### src/rtl/tmds_pkg.sv
// Shared constants and helpers for the TMDS 8b/10b encoder: control symbols,
// disparity counter width, popcount and control-symbol lookup.
package tmds_pkg;

    localparam int CNT_W = 5;

    localparam logic [9:0] CTL_00 = 10'b1101010100;
    localparam logic [9:0] CTL_01 = 10'b0010101011;
    localparam logic [9:0] CTL_10 = 10'b0101010100;
    localparam logic [9:0] CTL_11 = 10'b1010101011;

    function automatic logic [3:0] popcount8(input logic [7:0] v);
        logic [3:0] n;
        n = '0;
        for (int i = 0; i < 8; i++) n = n + {3'b000, v[i]};
        return n;
    endfunction

    function automatic logic [9:0] ctl_symbol(input logic [1:0] c);
        logic [9:0] s;
        case (c)
            2'b01:   s = CTL_01;
            2'b10:   s = CTL_10;
            2'b11:   s = CTL_11;
            default: s = CTL_00;
        endcase
        return s;
    endfunction

endpackage

### src/rtl/tmds_encoder_n_if.sv
// Pixel-side bus of the NUM_CH-lane TMDS encoder.
// bal_err exists only when TMDS_BALANCE_MON_EN is defined.
interface tmds_encoder_n_if #(parameter int NUM_CH = 3) ();

    logic                  de;
    logic [8*NUM_CH-1:0]   data;
    logic [2*NUM_CH-1:0]   ctrl;
    logic [10*NUM_CH-1:0]  symbol;
    logic                  de_o;

`ifdef TMDS_BALANCE_MON_EN
    logic [NUM_CH-1:0]     bal_err;

    modport master (output de, data, ctrl, input symbol, de_o, bal_err);
    modport slave  (input de, data, ctrl, output symbol, de_o, bal_err);
`else
    modport master (output de, data, ctrl, input symbol, de_o);
    modport slave  (input de, data, ctrl, output symbol, de_o);
`endif

endinterface

### src/rtl/tmds_lane_enc.sv
// Single-lane two-stage TMDS encoder owning its running disparity.
// TMDS_BALANCE_MON_EN adds a sticky out-of-range disparity flag.
module tmds_lane_enc
    import tmds_pkg::*;
(
    input  logic       clk_pix,
    input  logic       rst,
    input  logic       de,
    input  logic [7:0] data,
    input  logic [1:0] ctrl,
    output logic [9:0] symbol
`ifdef TMDS_BALANCE_MON_EN
    ,
    output logic       bal_err
`endif
);

    // Extra headroom only needed to see the next count leave -10..+10.
`ifdef TMDS_BALANCE_MON_EN
    localparam int NXT_W = CNT_W + 2;
`else
    localparam int NXT_W = CNT_W;
`endif
    localparam logic signed [NXT_W-1:0] ZERO  = NXT_W'(0);
    localparam logic signed [NXT_W-1:0] TWO   = NXT_W'(2);
    localparam logic signed [NXT_W-1:0] EIGHT = NXT_W'(8);

    logic [3:0] n1d;
    logic       use_xnor;
    logic [8:0] q_m;

    logic [8:0] q_m_r;
    logic       de_r;
    logic [1:0] ctrl_r;

    logic [3:0]              n1q;
    logic signed [NXT_W-1:0] bias;
    logic signed [NXT_W-1:0] cnt_ext;
    logic signed [NXT_W-1:0] cnt_nxt;
    logic [9:0]              sym_nxt;
    logic signed [CNT_W-1:0] cnt;

    always_comb begin
        n1d      = popcount8(data);
        use_xnor = (n1d > 4'd4) || ((n1d == 4'd4) && !data[0]);
        q_m      = '0;
        q_m[0]   = data[0];
        for (int i = 1; i < 8; i++)
            q_m[i] = use_xnor ? ~(q_m[i-1] ^ data[i]) : (q_m[i-1] ^ data[i]);
        q_m[8]   = ~use_xnor;
    end

    always_ff @(posedge clk_pix or posedge rst) begin
        if (rst) begin
            q_m_r  <= '0;
            de_r   <= 1'b0;
            ctrl_r <= 2'b00;
        end else begin
            q_m_r  <= q_m;
            de_r   <= de;
            ctrl_r <= ctrl;
        end
    end

    // bias = n1q - n0q = 2*n1q - 8
    always_comb begin
        n1q     = popcount8(q_m_r[7:0]);
        bias    = $signed(NXT_W'({n1q, 1'b0})) - EIGHT;
        cnt_ext = NXT_W'(cnt);
        sym_nxt = ctl_symbol(ctrl_r);
        cnt_nxt = ZERO;
        if (de_r) begin
            if ((cnt == '0) || (n1q == 4'd4)) begin
                sym_nxt = {~q_m_r[8], q_m_r[8], q_m_r[8] ? q_m_r[7:0] : ~q_m_r[7:0]};
                cnt_nxt = q_m_r[8] ? (cnt_ext + bias) : (cnt_ext - bias);
            end else if ((!cnt[CNT_W-1] && (bias > ZERO)) || (cnt[CNT_W-1] && (bias < ZERO))) begin
                sym_nxt = {1'b1, q_m_r[8], ~q_m_r[7:0]};
                cnt_nxt = cnt_ext + (q_m_r[8] ? TWO : ZERO) - bias;
            end else begin
                sym_nxt = {1'b0, q_m_r[8], q_m_r[7:0]};
                cnt_nxt = cnt_ext + bias - (q_m_r[8] ? ZERO : TWO);
            end
        end
    end

    always_ff @(posedge clk_pix or posedge rst) begin
        if (rst) begin
            symbol <= CTL_00;
            cnt    <= '0;
        end else begin
            symbol <= sym_nxt;
            cnt    <= $signed(cnt_nxt[CNT_W-1:0]);
        end
    end

`ifdef TMDS_BALANCE_MON_EN
    localparam logic signed [NXT_W-1:0] LIM = NXT_W'(10);

    always_ff @(posedge clk_pix or posedge rst) begin
        if (rst) bal_err <= 1'b0;
        else     bal_err <= bal_err || (cnt_nxt > LIM) || (cnt_nxt < -LIM);
    end
`endif

endmodule

### src/rtl/tmds_encoder_n.sv
// NUM_CH-lane DC-balanced TMDS encoder with 2-cycle latency and aligned de_o.
// Optional per-lane balance monitor: define TMDS_BALANCE_MON_EN.
module tmds_encoder_n
    import tmds_pkg::*;
#(
    parameter int NUM_CH = 3
) (
    input  logic        clk_pix,
    input  logic        rst,
    tmds_encoder_n_if.slave bus
);

    logic [1:0] de_pipe;

    always_ff @(posedge clk_pix or posedge rst) begin
        if (rst) de_pipe <= 2'b00;
        else     de_pipe <= {de_pipe[0], bus.de};
    end

    assign bus.de_o = de_pipe[1];

    for (genvar k = 0; k < NUM_CH; k++) begin : g_lane
        tmds_lane_enc u_lane (
            .clk_pix (clk_pix),
            .rst     (rst),
            .de      (bus.de),
            .data    (bus.data[8*k +: 8]),
            .ctrl    (bus.ctrl[2*k +: 2]),
            .symbol  (bus.symbol[10*k +: 10])
`ifdef TMDS_BALANCE_MON_EN
            ,
            .bal_err (bus.bal_err[k])
`endif
        );
    end

endmodule
### src/flat_wrapper.sv
// flat-port wrapper written by rule: the top's interface ports become plain ports
module tmds_encoder_n_flat import tmds_pkg::*;
#(
    parameter int NUM_CH = 3
)
  (clk_pix, rst, bus_de, bus_data, bus_ctrl, bus_symbol, bus_de_o);
  tmds_encoder_n_if #(.NUM_CH(NUM_CH)) bus_i ();
  input  logic clk_pix;
  input  logic rst;
  input wire logic [$bits(bus_i.de)-1:0] bus_de;
  input wire logic [$bits(bus_i.data)-1:0] bus_data;
  input wire logic [$bits(bus_i.ctrl)-1:0] bus_ctrl;
  output wire logic [$bits(bus_i.symbol)-1:0] bus_symbol;
  output wire logic [$bits(bus_i.de_o)-1:0] bus_de_o;
  assign bus_i.de = bus_de;
  assign bus_i.data = bus_data;
  assign bus_i.ctrl = bus_ctrl;
  assign bus_symbol = bus_i.symbol;
  assign bus_de_o = bus_i.de_o;
  tmds_encoder_n #(.NUM_CH(NUM_CH)) u_core (.clk_pix(clk_pix), .rst(rst), .bus(bus_i));
endmodule
### config.mk
export PLATFORM = sky130hd
export DESIGN_NAME = tmds_encoder_n_flat
export DESIGN_NICKNAME = d
export VERILOG_FILES = /design/src/rtl/tmds_pkg.sv /design/src/rtl/tmds_encoder_n_if.sv /design/src/rtl/tmds_lane_enc.sv /design/src/rtl/tmds_encoder_n.sv /design/src/flat_wrapper.sv
export SDC_FILE = /design/constraint.sdc
export NUM_CORES = 1
export LEC_CHECK = 0
export CORE_MARGIN = 4
export CORE_UTILIZATION = 30
export CTS_CLUSTER_SIZE = 24
export DETAILED_ROUTE_END_ITERATION = 16
export GPL_ROUTABILITY_DRIVEN = 0
export GPL_TIMING_DRIVEN = 0
export SLEW_MARGIN = 20
export SYNTH_ARGS = -nofsm -noshare
export SYNTH_HDL_FRONTEND = slang
export SYNTH_SLANG_ARGS = --single-unit
### constraint.sdc
create_clock -name clk_pix -period 3.8 [get_ports clk_pix]
set_input_delay 0.76 -clock clk_pix [delete_from_list [all_inputs] [get_ports clk_pix]]
set_output_delay 0.76 -clock clk_pix [all_outputs]
set_load 0.01 [all_outputs]
Word level (Yosys, flattened, before mapping)

Cells that the tools add are included.

Mux-type cells: 54
$add $sub $neg: 60
Reductions and logical operators: 27
Shift operators: 0
Bitwise logic cells: 51
Multipliers: 0
$lt $le $gt $ge: 9
Div/mod/pow operators: 0
Equality and inequality tests: 15

Operator list:

| cell                                                                   | count |
|---|---|
| 4-bit by 1-bit adder with 4-bit output                                 | 24 |
| 10-bit 2-to-1 mux                                                      | 9 |
| 10-bit one-hot mux with 3 select lines                                 | 3 |
| 5-bit 2-to-1 mux                                                       | 12 |
| 5-bit subtractor                                                       | 6 |
| 1-bit NOT                                                              | 27 |
| 3-bit by 1-bit adder with 4-bit output                                 | 6 |
| 4-bit by 3-bit equality test with 1-bit output (second input constant) | 6 |
| 8-bit 2-to-1 mux                                                       | 3 |
| 8-bit NOT                                                              | 3 |
| 1-bit 2-to-1 mux                                                       | 21 |
| 1-bit XOR                                                              | 21 |
| 2-bit by 1-bit adder with 3-bit output                                 | 6 |
| 5-bit by 3-bit adder with 5-bit output                                 | 3 |
| 5-bit adder                                                            | 3 |
| 5-bit by 1-bit > comparator with 1-bit output (second input constant)  | 3 |
| 5-bit logical NOT                                                      | 3 |
| 5-bit by 1-bit < comparator with 1-bit output (second input constant)  | 3 |
| 5-bit by 3-bit subtractor with 5-bit output                            | 3 |
| 5-bit subtractor (second input constant)                               | 3 |
| 1-bit by 1-bit adder with 2-bit output                                 | 6 |
| 2-bit equality test (second input constant)                            | 6 |
| 4-bit by 3-bit > comparator with 1-bit output (second input constant)  | 3 |
| 2-bit 2-to-1 mux                                                       | 6 |
| other kinds (4)                                                        | 27 |

Memory bits (writable): 0
Register bits after elaboration: 81
ROM bits: 0
Memories: 0
Latch bits: 0

Longest topological paths before layout

Gate-level depths: netlist of the first run.

Depth in word-level cells: 29
Mapped depth: 16

By module

A second synthesis of the first run with hierarchy kept.

Cells, all modules: 555
Area total of the unflattened synthesis: 5953.2 um^2

Modules (own cells, without submodules):

| module                                  | area an instance (um^2) | times used | cells each |
|---|---|---|---|
| tmds_lane_enc (u_core.g_lane[0].u_lane) | 2000.7                  | 1          | 191 |
| tmds_lane_enc (u_core.g_lane[1].u_lane) | 1951.9                  | 1          | 180 |
| tmds_lane_enc (u_core.g_lane[2].u_lane) | 1946.9                  | 1          | 181 |
| tmds_encoder_n                          | 53.8                    | 1          | 3 |

Worst setup path before layout of the first run

Ideal clock, no wire load.

Path kind: reg2reg
Start: reg u_core.g_lane[2].u_lane.q_m_r[0]
End: reg u_core.g_lane[2].u_lane.cnt[3]
Stages on the path, launching flop included: 15
Data arrival time: 4108 ps
Slack: -429 ps
Cell sequence: dfrtp_1 > fa_1 > inv_1 > fa_1 > fa_1 > inv_1 > ha_1 > fa_1 > inv_1 > fa_1 > ha_1 > xor2_1 > xnor2_1 > mux2i_1 > o211a_1

Longest elaborated chain between the ends: 14
Elaborated cells between the ends (all ways): 23
Those cells by class: 12 x add/sub; 2 x order compare; 1 x eq/ne; 4 x mux; 4 x reduce/logical

RTL lines:

| item                                                     | RTL line            | RTL |
|---|---|---|
| from (decl)                                              | tmds_lane_enc.sv:32 | `logic [8:0] q_m_r;` |
| from (signal assigned)                                   | tmds_lane_enc.sv:59 | `q_m_r <= q_m;` |
| 1-bit by 1-bit adder with 2-bit output (*)               | tmds_pkg.sv:15      | `for (int i = 0; i < 8; i++) n = n + {3'b000, v[i]};` |
| 2-bit by 1-bit adder with 3-bit output (*)               | tmds_pkg.sv:15      |  |
| 3-bit by 1-bit adder with 4-bit output (*)               | tmds_pkg.sv:15      |  |
| 4-bit by 1-bit adder with 4-bit output (*) (4 in a row)  | tmds_pkg.sv:15      |  |
| branches (longest 5 deep; another with 5-bit subtractor) | -                   |  |
| 5-bit 2-to-1 mux (*)                                     | tmds_lane_enc.sv:73 | `if ((cnt == '0) \|\| (n1q == 4'd4)) begin` |
| 5-bit 2-to-1 mux (*)                                     | tmds_lane_enc.sv:72 | `if (de_r) begin` |
| named net u_core.g_lane[2].u_lane.cnt_nxt[3]             | tmds_lane_enc.sv:39 | `logic signed [NXT_W-1:0] cnt_nxt;` |
| to (signal assigned)                                     | tmds_lane_enc.sv:92 | `cnt <= $signed(cnt_nxt[CNT_W-1:0]);` |
| to (decl)                                                | tmds_lane_enc.sv:41 | `logic signed [CNT_W-1:0] cnt;` |

Mark *: on every way through the listed nets, which the timed path passes.

Worst setup path after layout of the first run

Start: reg u_core.g_lane[2].u_lane.q_m_r[0]
End: reg u_core.g_lane[2].u_lane.symbol[0]

Longest elaborated chain between the ends: 14
Elaborated cells between the ends (all ways): 20
Those cells by class: 8 x add/sub; 2 x order compare; 1 x eq/ne; 4 x mux; 1 x bitwise; 4 x reduce/logical

RTL lines:

| item                                                                                                           | RTL line            | RTL |
|---|---|---|
| 1-bit by 1-bit adder with 2-bit output                                                                         | tmds_pkg.sv:15      |  |
| 2-bit by 1-bit adder with 3-bit output                                                                         | tmds_pkg.sv:15      |  |
| 3-bit by 1-bit adder with 4-bit output                                                                         | tmds_pkg.sv:15      |  |
| 4-bit by 1-bit adder with 4-bit output (4 in a row)                                                            | tmds_pkg.sv:15      |  |
| 5-bit subtractor                                                                                               | tmds_lane_enc.sv:68 | `bias = $signed(NXT_W'({n1q, 1'b0})) - EIGHT;` |
| 5-bit by 1-bit > comparator with 1-bit output or 5-bit by 1-bit < comparator with 1-bit output (tied branches) | tmds_lane_enc.sv:76 | `end else if ((!cnt[CNT_W-1] && (bias > ZERO)) \|\| (cnt[CNT_W-1] && (bias < ZERO))) begin` |
| 1-bit logical AND                                                                                              | tmds_lane_enc.sv:76 |  |
| 1-bit logical OR                                                                                               | tmds_lane_enc.sv:76 |  |
| 10-bit 2-to-1 mux                                                                                              | tmds_lane_enc.sv:76 |  |
| 10-bit 2-to-1 mux (*)                                                                                          | tmds_lane_enc.sv:73 |  |
| 10-bit 2-to-1 mux (*)                                                                                          | tmds_lane_enc.sv:72 |  |
| named net u_core.g_lane[2].u_lane.sym_nxt[0]                                                                   | tmds_lane_enc.sv:40 | `logic [9:0] sym_nxt;` |
| to (signal assigned)                                                                                           | tmds_lane_enc.sv:91 | `symbol <= sym_nxt;` |
| to (decl)                                                                                                      | tmds_lane_enc.sv:11 | `output logic [9:0] symbol` |

Mark *: on every way through the listed nets, which the timed path passes. The rest lies on a longest branch.

==> results.py, run 1 <==
metrics = {
    "detailed_routing": {
        "first_iter_violations": 167,
        "ant_nets": 0,
        "drc": 0,
        "drt_first_pass_iters": 4,
        "vias": 4079,
        "wl_per_cell_um": 13.9,
        "routed_wl_um": 13100,
        "viasPerCell": 4.33,
    },
    "placed_design": {
        "io_buffers": 63,
        "dpl.hpwl_um": 9670,
        "dp.cells": 883,
        "dp_slack_ns": -0.840,
    },
    "clock_network": {
        "root_buffer": "clkbuf_16",
        "cts-htree-levels": 3,
        "cts_buffers": 9,
        "numClockSinks": 77,
        "postCtsHoldBufs": 0,
        "clk_latency_ns": 0.34,
        "clk_pin_slew_ns": 0.06,
        "cts_buffer_depth": 2,
        "cts_tree": "yes",
    },
    "worst_setup_path": {
        "endpoint_kind": "register",
        "critPathLaunchType": "register",
        "worstSetupPathType": "register to register",
        "crit_required_ns": 4.03,
        "crit_fanout": 5,
        "worstPathArrival_ns": 4.51,
        "r2r_slack_ns": -0.49,
    },
    "synthesis": {
        "ys.flop_type": "dfrtp_1",
        "synth.distinct_cells": 50,
        "synth_area_leaders": "dfrtp_1, ha_1, fa_1",
        "synthCells": 554,
        "synth_area_per_cell_um2": 10.7,
        "syn_area_um2": 5950,
        "yosysTopAreaCellShare": 0.261,
        "seq_area_frac_synth": 0.327,
        "syn_nets": 692,
        "synth_edf_count": 0,
        "yosysTopAreaCell": "dfrtp_1",
        "yosys_warnings": 0,
        "ys_seq_elements": 77,
        "synthArstFlopShare": 1.00,
    },
    "sta": {
        "fin_worst_skew_ns": 0.00808,
        "fin_ws_ns": -0.486,
        "clock.fmax_ghz": 0.233,
        "setup_viol": 39,
        "timing.final.crit_share": 1.13,
        "relSlewSlack": 0.511,
        "rsz0062_at_grt": "yes",
        "tightest_slew_ns": 0.727,
        "drv_slew": 0,
        "finalHoldViolCount": 0,
        "period_needed_ns": 4.29,
    },
    "die": {
        "core_um2": 19500,
        "initial_core_util": 0.306,
        "die_h_um": 149,
        "design.portCount": 64,
        "die_x_um": 149,
        "rows": 51,
        "dieArea_um2": 22100,
    },
    "grt": {
        "gr-usage-met3": 0.0277,
        "antenna_found_initial": 0,
        "grt_pass1_wl_um": 21900,
        "grt_busiest_layer": "met2",
        "grtUsageMet2": 0.211,
        "grt_pass1_vias": 4481,
        "grt_overflow": 0,
        "grt_usage": 0.125,
        "met1_usage": 0.160,
        "grt_max_degree": 40,
    },
    "cells_and_area": {
        "antennaDiodeCount": 0,
        "final_cells": 943,
        "final_nets": 811,
        "area_growth_pct": 37.2,
        "drive_gt1_frac": 0.270,
    },
    "outcome": {
        "violations": "negative setup slack",
        "outcome": "complete, but fails checks",
    },
    "worst_hold_path": {
        "holdCritPathClass": "register to register",
    },
    "job": {
        "drv_cap": 0,
    },
}
state kept, by name, indices dropped and copies added (netlist names):
register,flops
u_core.de_pipe,2
u_core.g_lane.u_lane.q_m_r,27
u_core.g_lane.u_lane.ctrl_r,6
u_core.g_lane.u_lane.cnt,12
u_core.g_lane.u_lane.symbol,30
critical path: stages (launching register included):
cell and delay, ns:
dfrtp_1 0.41, fa_1 0.54, inv_1 0.05, fa_1 0.45
fa_1 0.52, inv_2 0.05, ha_4 0.16, fa_2 0.37
xor2_2 0.16, ha_2 0.18, nor3b_4 0.15, or4b_1 0.50
o311a_1 0.16, buf_6 0.16, xor2_1 0.13, a21o_1 0.18
cell usage after synthesis (5+ instances only):
cell / n
o21ai_1: 11
ha_1: 66
o21bai_1: 5
a21o_1: 24
xnor2_1: 44
mux2i_1: 6
inv_1: 100
a21oi_1: 19
inv_2: 5
dfstp_2: 15
nor2_1: 17
o211ai_1: 5
o211a_1: 6
xor2_1: 35
dfrtp_1: 62
xnor2_2: 5
o311a_1: 5
fa_1: 39
nor2b_1: 8
nand2_1: 13
nor3_1: 14
per-layer routing:
layer | routed length (µm) | share of wire | vias up
li1 | - | - | 2011
met1 | 6070 | 0.46 | 1998
met2 | 6390 | 0.49 | 58
met3 | 415 | 0.032 | 12
met4 | 198 | 0.015 | 0
met5 | 0 | 0 | -
kinds of logic (layout without fill, tap and decap cells):
group,Yosys count,in the layout,share of synthesized area
compound gates,94,94,0.114
xor+xnor,87,87,0.142
fa+ha+maj,105,105,0.270
buf+inv,113,237,0.0719
flops,77,77,0.327
mux,6,6,0.0101
simple gates,72,72,0.0639
worst paths after layout:
| check | from | to | cells past startpoint |
|---|---|---|---|
| min | u_core.de_pipe[0] | u_core.de_pipe[1] | 0 |
| max in group asynchronous | rst | u_core.g_lane[0].u_lane.symbol[2] | 3 |
| min reg2reg | u_core.de_pipe[0] | u_core.de_pipe[1] | 0 |
| min in group asynchronous | rst | u_core.g_lane[1].u_lane.q_m_r[8] | 2 |
| max reg2reg | u_core.g_lane[2].u_lane.q_m_r[0] | u_core.g_lane[2].u_lane.symbol[0] | 15 |
| max | u_core.g_lane[2].u_lane.q_m_r[0] | u_core.g_lane[2].u_lane.symbol[0] | 15 |
cells in the final DEF (no fill, tap or decap), types with 6 or more instances in the layout:
master           Yosys  routed
inv_1              100      85
dfrtp_1             62      62
clkdlybuf4s50_1      0      54
ha_1                66      48
xnor2_1             44      33
buf_4                0      33
fa_1                39      31
xor2_1              35      25
a21o_1              24      24
inv_2                5      19
a21oi_1             19      15
xnor2_2              5      15
dfstp_2             15      15
nand2_1             13      13
nor2_1              17      13
buf_6                0      12
ha_4                 0      12
nor3_1              14       9
clkbuf_16            0       9
xor2_2               0       8
nor2b_1              8       8
o21ai_1             11       8
fa_2                 0       8
mux2i_1              6       6
o211a_1              6       6
ha_2                 0       6
dlygate4sd2_1        0       6
metrics by stage:
stage          setup TNS (ns)  hold slack (ns)  cell area [µm²]  utilization
2_1_floorplan           -7.88            0.372             6080            -
5_1_grt                -18.92            0.445             8160        0.419
3_5_place_dp           -23.92            0.418             7070        0.363
4_1_cts                -13.30            0.432             7890        0.406
6_report               -13.90            0.435             8160        0.419
3_3_place_gp           -37.62            0.414             7040        0.362
timing repair:
action	4_1_cts	5_1_grt
pin swaps	46	37
resized for setup	57	50
gates cloned	3	0
setup endpoints to repair	53	45
buffers inserted	32	12
cell type report:
| class | count | area [µm²] |
|---|---|---|
| timing repair buffer | 109 | 1030 |
| tap | 265 | 332 |
| clock buffer | 10 | 229 |
| inverter | 105 | 397 |
| multi-input combinational | 364 | 4100 |
| fill | 1851 | 11300 |
| sequential | 77 | 1950 |
| clock inverter | 6 | 87.6 |
| buffer | 7 | 41.3 |
Power of run 1 is not shown: default switching activity piles up to over one toggle a cycle in this logic, so the estimate is an artifact.
==> run 2, diff against run 1 <==
--- a/config.mk
+++ b/config.mk
@@ -11,6 +11,8 @@
 export DETAILED_ROUTE_END_ITERATION = 16
 export GPL_ROUTABILITY_DRIVEN = 0
 export GPL_TIMING_DRIVEN = 0
+export MAX_ROUTING_LAYER = met4
+export PLACE_DENSITY = 0.6
 export SLEW_MARGIN = 20
 export SYNTH_ARGS = -nofsm -noshare
 export SYNTH_HDL_FRONTEND = slang
==> run 2 against run 1 <==
Net effect:
- the flow still finishes with violations (negative setup slack)
- register-to-register slack is essentially flat
- hold slack barely moved
- global-route usage rose by 0.37 points
- setup slack gained 0.0012 ns
- clock-buffer cell count unchanged
- maximum frequency about the same
- non-clock buffer count stayed put
- design area is the same
- final cell count stayed put
- critical endpoint unchanged
==> results.py, run 2 (synthesis results as in run 1) <==
metrics = {
    "sta": {
        "timing.final.crit_share": 1.13,
        "fin_worst_skew_ns": 0.00834,
        "relSlewSlack": 0.511,
        "tightest_slew_ns": 0.728,
        "setup_viol": 39,
        "fin_tns_setup_ns": -13.91,
        "drv_slew": 0,
        "period_needed_ns": 4.29,
        "finalHoldViolCount": 0,
        "clock.fmax_ghz": 0.233,
        "rsz0062_at_grt": "yes",
        "fin_ws_ns": -0.485,
    },
    "cells_and_area": {
        "design_area_um2": 8160,
        "largest_register": "u_core.g_lane.u_lane.symbol",
        "fin_util": 0.419,
        "final_nets": 811,
        "nFillCells": 1851,
        "area_growth_pct": 37.2,
        "layout_commonest_cell": "inv_1",
        "antennaDiodeCount": 0,
        "drive_gt1_frac": 0.270,
        "largestRegisters": "u_core.g_lane.u_lane.symbol: 30 flops, u_core.g_lane.u_lane.q_m_r: 27 flops, u_core.g_lane.u_lane.cnt: 12 flops",
        "largest_register_ffs": 30,
        "layout_common_cells": "inv_1, dfrtp_1, clkdlybuf4s50_1",
    },
    "placed_design": {
        "dpl.hpwl_um": 9670,
        "dp_slack_ns": -0.840,
        "place_area_um2": 7070,
        "io_buffers": 63,
    },
    "worst_setup_path": {
        "critPathLaunchType": "register",
        "worstPathArrival_ns": 4.52,
        "crit_fanout": 5,
        "crit_required_ns": 4.03,
        "worstSetupPathType": "register to register",
        "endpoint_kind": "register",
    },
    "clock_network": {
        "cts-htree-levels": 3,
        "clk_latency_ns": 0.34,
        "cts_tree": "yes",
        "clk_pin_slew_ns": 0.06,
        "cts_buffers": 9,
        "numClockSinks": 77,
        "cts_buffer_depth": 2,
        "root_buffer": "clkbuf_16",
    },
    "grt": {
        "grt_pass1_vias": 4484,
        "grt_usage": 0.129,
        "grt_pass1_wl_um": 21900,
        "antenna_found_initial": 0,
        "grt_max_degree": 40,
        "grt_overflow": 0,
    },
    "job": {
        "drv_cap": 0,
    },
    "detailed_routing": {
        "drc": 0,
        "routed_wl_um": 13100,
        "ant_nets": 0,
        "first_iter_violations": 167,
        "vias": 4101,
        "drt_first_pass_iters": 4,
        "viasPerCell": 4.35,
        "wl_per_cell_um": 13.9,
    },
    "die": {
        "rows": 51,
        "die_x_um": 149,
        "die_h_um": 149,
        "initial_core_util": 0.306,
        "design.portCount": 64,
        "core_um2": 19500,
        "dieArea_um2": 22100,
    },
    "worst_hold_path": {
        "holdCritPathClass": "register to register",
    },
    "outcome": {
        "outcome": "complete, but fails checks",
        "violations": "negative setup slack",
    },
}
-- run 2: cell counts in the layout (fill, tap and decap cells not counted) --
No cell type changed its count.
-- run 2: layer usage --
layer	track usage	share of wire	vias to the layer above
met5	-	0	-
met4	0.0407	0.013	0
met3	0.0240	0.026	14
met2	0.211	0.49	66
met1	0.163	0.47	2010
li1	-	-	2011
-- run 2: area by class of cell --
class / instances / area [µm²] / area share
sequential: 77 / 1950 / 0.238
tap: 265 / 332 / 0.0406
multi-input combinational: 364 / 4100 / 0.502
buffer: 7 / 41.3 / 0.00506
clock inverter: 6 / 87.6 / 0.0107
timing repair buffer: 109 / 1030 / 0.126
clock buffer: 10 / 229 / 0.0281
inverter: 105 / 397 / 0.0486
-- run 2: path summary, 6_finish.rpt --
check	endpoint	startpoint	cells past startpoint	slack (ns)
worst max-delay path	u_core.g_lane[2].u_lane.symbol[0]	u_core.g_lane[2].u_lane.q_m_r[0]	15	-0.49
worst min-delay path	u_core.de_pipe[1]	u_core.de_pipe[0]	0	0.43
worst max register to register	u_core.g_lane[2].u_lane.symbol[0]	u_core.g_lane[2].u_lane.q_m_r[0]	15	-0.49
worst min register to register	u_core.de_pipe[1]	u_core.de_pipe[0]	0	0.43
max in group asynchronous	u_core.g_lane[0].u_lane.symbol[2]	rst	3	2.36
min in group asynchronous	u_core.g_lane[1].u_lane.q_m_r[8]	rst	2	0.81
-- run 2: what timing repair did --
action	CTS	global route
buffers inserted	32	12
endpoints found under the setup margin	53	45
pin swaps	46	37
hold buffers	0	0
cloned	3	0
resized for setup	57	50
-- run 2: critical path, cell delays in order, from the launching register on --
cell and delay, ns:
dfrtp_1 0.41, fa_1 0.54, inv_1 0.05, fa_1 0.45
fa_1 0.52, inv_2 0.05, ha_4 0.16, fa_2 0.37
xor2_2 0.16, ha_2 0.18, nor3b_4 0.15, or4b_1 0.50
o311a_1 0.16, buf_6 0.16, xor2_1 0.13, a21o_1 0.18
-- run 2: stage by stage --
stage               std cells  hold slack, ns
CTS                       934           0.432
global route              943           0.445
global placement          882           0.414
detailed placement        883           0.418
finish                    943           0.435
floorplan                 554           0.372
Power of run 2 is left out for the same reason.
==> run 3, diff against run 2 <==
--- a/config.mk
+++ b/config.mk
@@ -5,6 +5,7 @@
 export SDC_FILE = /design/constraint.sdc
 export NUM_CORES = 1
 export LEC_CHECK = 0
+export ABC_AREA = 1
 export CORE_MARGIN = 4
 export CORE_UTILIZATION = 30
 export CTS_CLUSTER_SIZE = 24
@@ -13,6 +14,7 @@
 export GPL_TIMING_DRIVEN = 0
 export MAX_ROUTING_LAYER = met4
 export PLACE_DENSITY = 0.6
+export SKIP_CTS_REPAIR_TIMING = 1
 export SLEW_MARGIN = 20
 export SYNTH_ARGS = -nofsm -noshare
 export SYNTH_HDL_FRONTEND = slang
==> run 3 against run 2 <==
Net effect:
- the flow still finishes with violations (negative setup slack)
- die area up 5.0%
- sequential share of layout area down 0.93 points
- setup slack better by 0.11 ns
- sequential cell count unchanged
- global-route usage down 0.92 points
- core utilization down 0.23 points
- non-clock buffer count down 11
- critical path type unchanged
==> results.py, run 3 <==
metrics = {
    "worst_setup_path": {
        "r2r_cells": 19,
        "cp-endpoint": "u_core.g_lane[0].u_lane.cnt[4]",
        "crit_fanout": 3,
        "critPathLaunch": "u_core.g_lane[0].u_lane.q_m_r[3]",
        "r2r_slack_ns": -0.38,
        "worstSetupPathType": "register to register",
        "critPathLaunchType": "register",
        "endpoint_kind": "register",
        "r2r_start": "u_core.g_lane[0].u_lane.q_m_r[3]",
        "reg2reg_to": "u_core.g_lane[0].u_lane.cnt[4]",
        "worstPathArrival_ns": 4.44,
        "crit_required_ns": 4.06,
    },
    "detailed_routing": {
        "routed_wl_um": 14400,
        "vias": 5084,
        "viasPerCell": 4.37,
        "drc": 0,
        "ant_nets": 0,
        "drt_first_pass_iters": 5,
        "first_iter_violations": 195,
        "wl_per_cell_um": 12.4,
    },
    "synthesis": {
        "syn_area_um2": 6260,
        "yosysTopAreaCellShare": 0.248,
        "synth_area_leaders": "dfrtp_1, ha_1, fa_1",
        "synth.distinct_cells": 33,
        "syn_nets": 911,
        "ys_top_cells_by_count": "nand2_1, inv_1, nand3_1",
        "yosysMostFrequentCell": "nand2_1",
        "synthArstFlopShare": 1.00,
        "synth_area_per_cell_um2": 8.10,
        "synth_edf_count": 0,
        "ys_seq_elements": 77,
        "synthCells": 773,
        "yosysTopAreaCell": "dfrtp_1",
        "ys.flop_type": "dfrtp_1",
        "yosys_warnings": 0,
        "seq_area_frac_synth": 0.311,
    },
    "grt": {
        "grt_pass1_vias": 4761,
        "antenna_found_initial": 0,
        "met1_usage": 0.156,
        "grt_pass1_wl_um": 22500,
        "grt_overflow": 0,
        "grt_max_degree": 57,
        "grtUsageMet2": 0.196,
        "grt_usage": 0.120,
        "grt_busiest_layer": "met2",
        "gr-usage-met3": 0.0165,
    },
    "clock_network": {
        "cts-htree-levels": 3,
        "cts_tree": "yes",
        "clk_pin_slew_ns": 0.06,
        "clk_latency_ns": 0.34,
        "cts_buffers": 9,
        "root_buffer": "clkbuf_16",
        "cts_buffer_depth": 2,
        "numClockSinks": 77,
    },
    "cells_and_area": {
        "area_growth_pct": 35.6,
        "antennaDiodeCount": 0,
        "drive_gt1_frac": 0.282,
        "final_nets": 1026,
        "largest_register": "u_core.g_lane.u_lane.symbol",
        "largestRegisters": "u_core.g_lane.u_lane.symbol: 30 flops, u_core.g_lane.u_lane.q_m_r: 27 flops, u_core.g_lane.u_lane.cnt: 12 flops",
        "layout_commonest_cell": "nand2_1",
        "layout_common_cells": "nand2_1, inv_1, dfrtp_1",
        "largest_register_ffs": 30,
    },
    "sta": {
        "finalHoldViolCount": 0,
        "tightest_slew_ns": 0.711,
        "fin_worst_skew_ns": 0.00920,
        "fin_tns_setup_ns": -9.50,
        "relSlewSlack": 0.521,
        "timing.final.crit_share": 1.10,
        "rsz0062_at_grt": "yes",
        "period_needed_ns": 4.18,
        "drv_slew": 0,
        "worst_hold_slack_ns": 0.524,
        "clock.fmax_ghz": 0.239,
        "fin_ws_ns": -0.377,
        "setup_viol": 39,
    },
    "die": {
        "die_x_um": 153,
        "core_um2": 20400,
        "dieArea_um2": 23300,
        "design.portCount": 64,
        "die_h_um": 153,
        "initial_core_util": 0.308,
        "rows": 52,
    },
    "placed_design": {
        "dpl.hpwl_um": 11100,
        "io_buffers": 63,
    },
    "worst_hold_path": {
        "holdCritPathClass": "register to register",
    },
    "job": {
        "drv_cap": 0,
    },
    "outcome": {
        "outcome": "complete, but fails checks",
        "violations": "negative setup slack",
    },
}
## run 3: cell count changes after synthesis, moves of 8 or more
cell     previous run  this run
nand2_1            13       203
nand3_1             1        79
inv_1             100       148
xnor2_1            44        13
a21o_1             24         0
nand2_2             0        23
xor2_1             35        13
o21ai_0             2        21
nor3_1             14         1
inv_2               5        17
nor2b_1             8         0
## run 3: kinds of logic after synthesis
logic type      share of synthesized area
xor+xnor                           0.0389
simple gates                        0.240
buf+inv                             0.108
flops                               0.311
compound gates                     0.0461
fa+ha+maj                           0.256
## run 3: routing by layer
metal	wire length [µm]	vias up
met2	7300	88
li1	-	2597
met1	6430	2386
met4	187	0
met3	445	13
met5	0	-
## run 3: critical path: stages, from the launching register on
cell	delay, ns
dfrtp_1	0.40
fa_1	0.56
inv_2	0.04
fa_1	0.52
fa_1	0.41
inv_1	0.07
ha_2	0.19
fa_2	0.49
inv_4	0.10
ha_4	0.13
inv_2	0.04
fa_1	0.57
inv_2	0.05
a21oi_2	0.13
nand2_1	0.06
nand2_1	0.05
nand3_1	0.07
nand3_1	0.07
nand2_1	0.05
nor2_1	0.11
## run 3: through the flow
stage | worst slack, ns | util | instance area, µm² | std cells
after floorplan | -0.220 | - | 6420 | 773
after global placement | -0.739 | 0.363 | 7390 | 1106
after detailed placement | -0.818 | 0.364 | 7420 | 1107
after CTS | -0.515 | 0.379 | 7720 | 1123
after global routing | -0.580 | 0.417 | 8490 | 1163
final | -0.377 | 0.417 | 8490 | 1163
## run 3: how the worst min path moves through the flow
stage | startpoint | endpoint | slack (ns) | cells past startpoint
final | u_core.g_lane[1].u_lane.q_m_r[6] | u_core.g_lane[1].u_lane.symbol[6] | 0.52 | 3
after floorplan | u_core.de_pipe[0] | u_core.de_pipe[1] | 0.45 | 0
after detailed placement | u_core.g_lane[2].u_lane.q_m_r[6] | u_core.g_lane[2].u_lane.symbol[6] | 0.51 | 3
after global placement | u_core.g_lane[2].u_lane.q_m_r[6] | u_core.g_lane[2].u_lane.symbol[6] | 0.51 | 3
after global routing | u_core.g_lane[1].u_lane.q_m_r[6] | u_core.g_lane[1].u_lane.symbol[6] | 0.55 | 3
after CTS | u_core.g_lane[2].u_lane.q_m_r[6] | u_core.g_lane[2].u_lane.symbol[6] | 0.52 | 3
## run 3: layout make-up
type,count,area (µm²)
clock buffer,10,229
fill,1964,11900
clock inverter,6,70.1
tap,270,338
timing repair inverter,2,17.5
multi-input combinational,524,4280
buffer,5,25.0
inverter,169,674
timing repair buffer,100,913
sequential,77,1950
Power of run 3 is left out for the same reason.
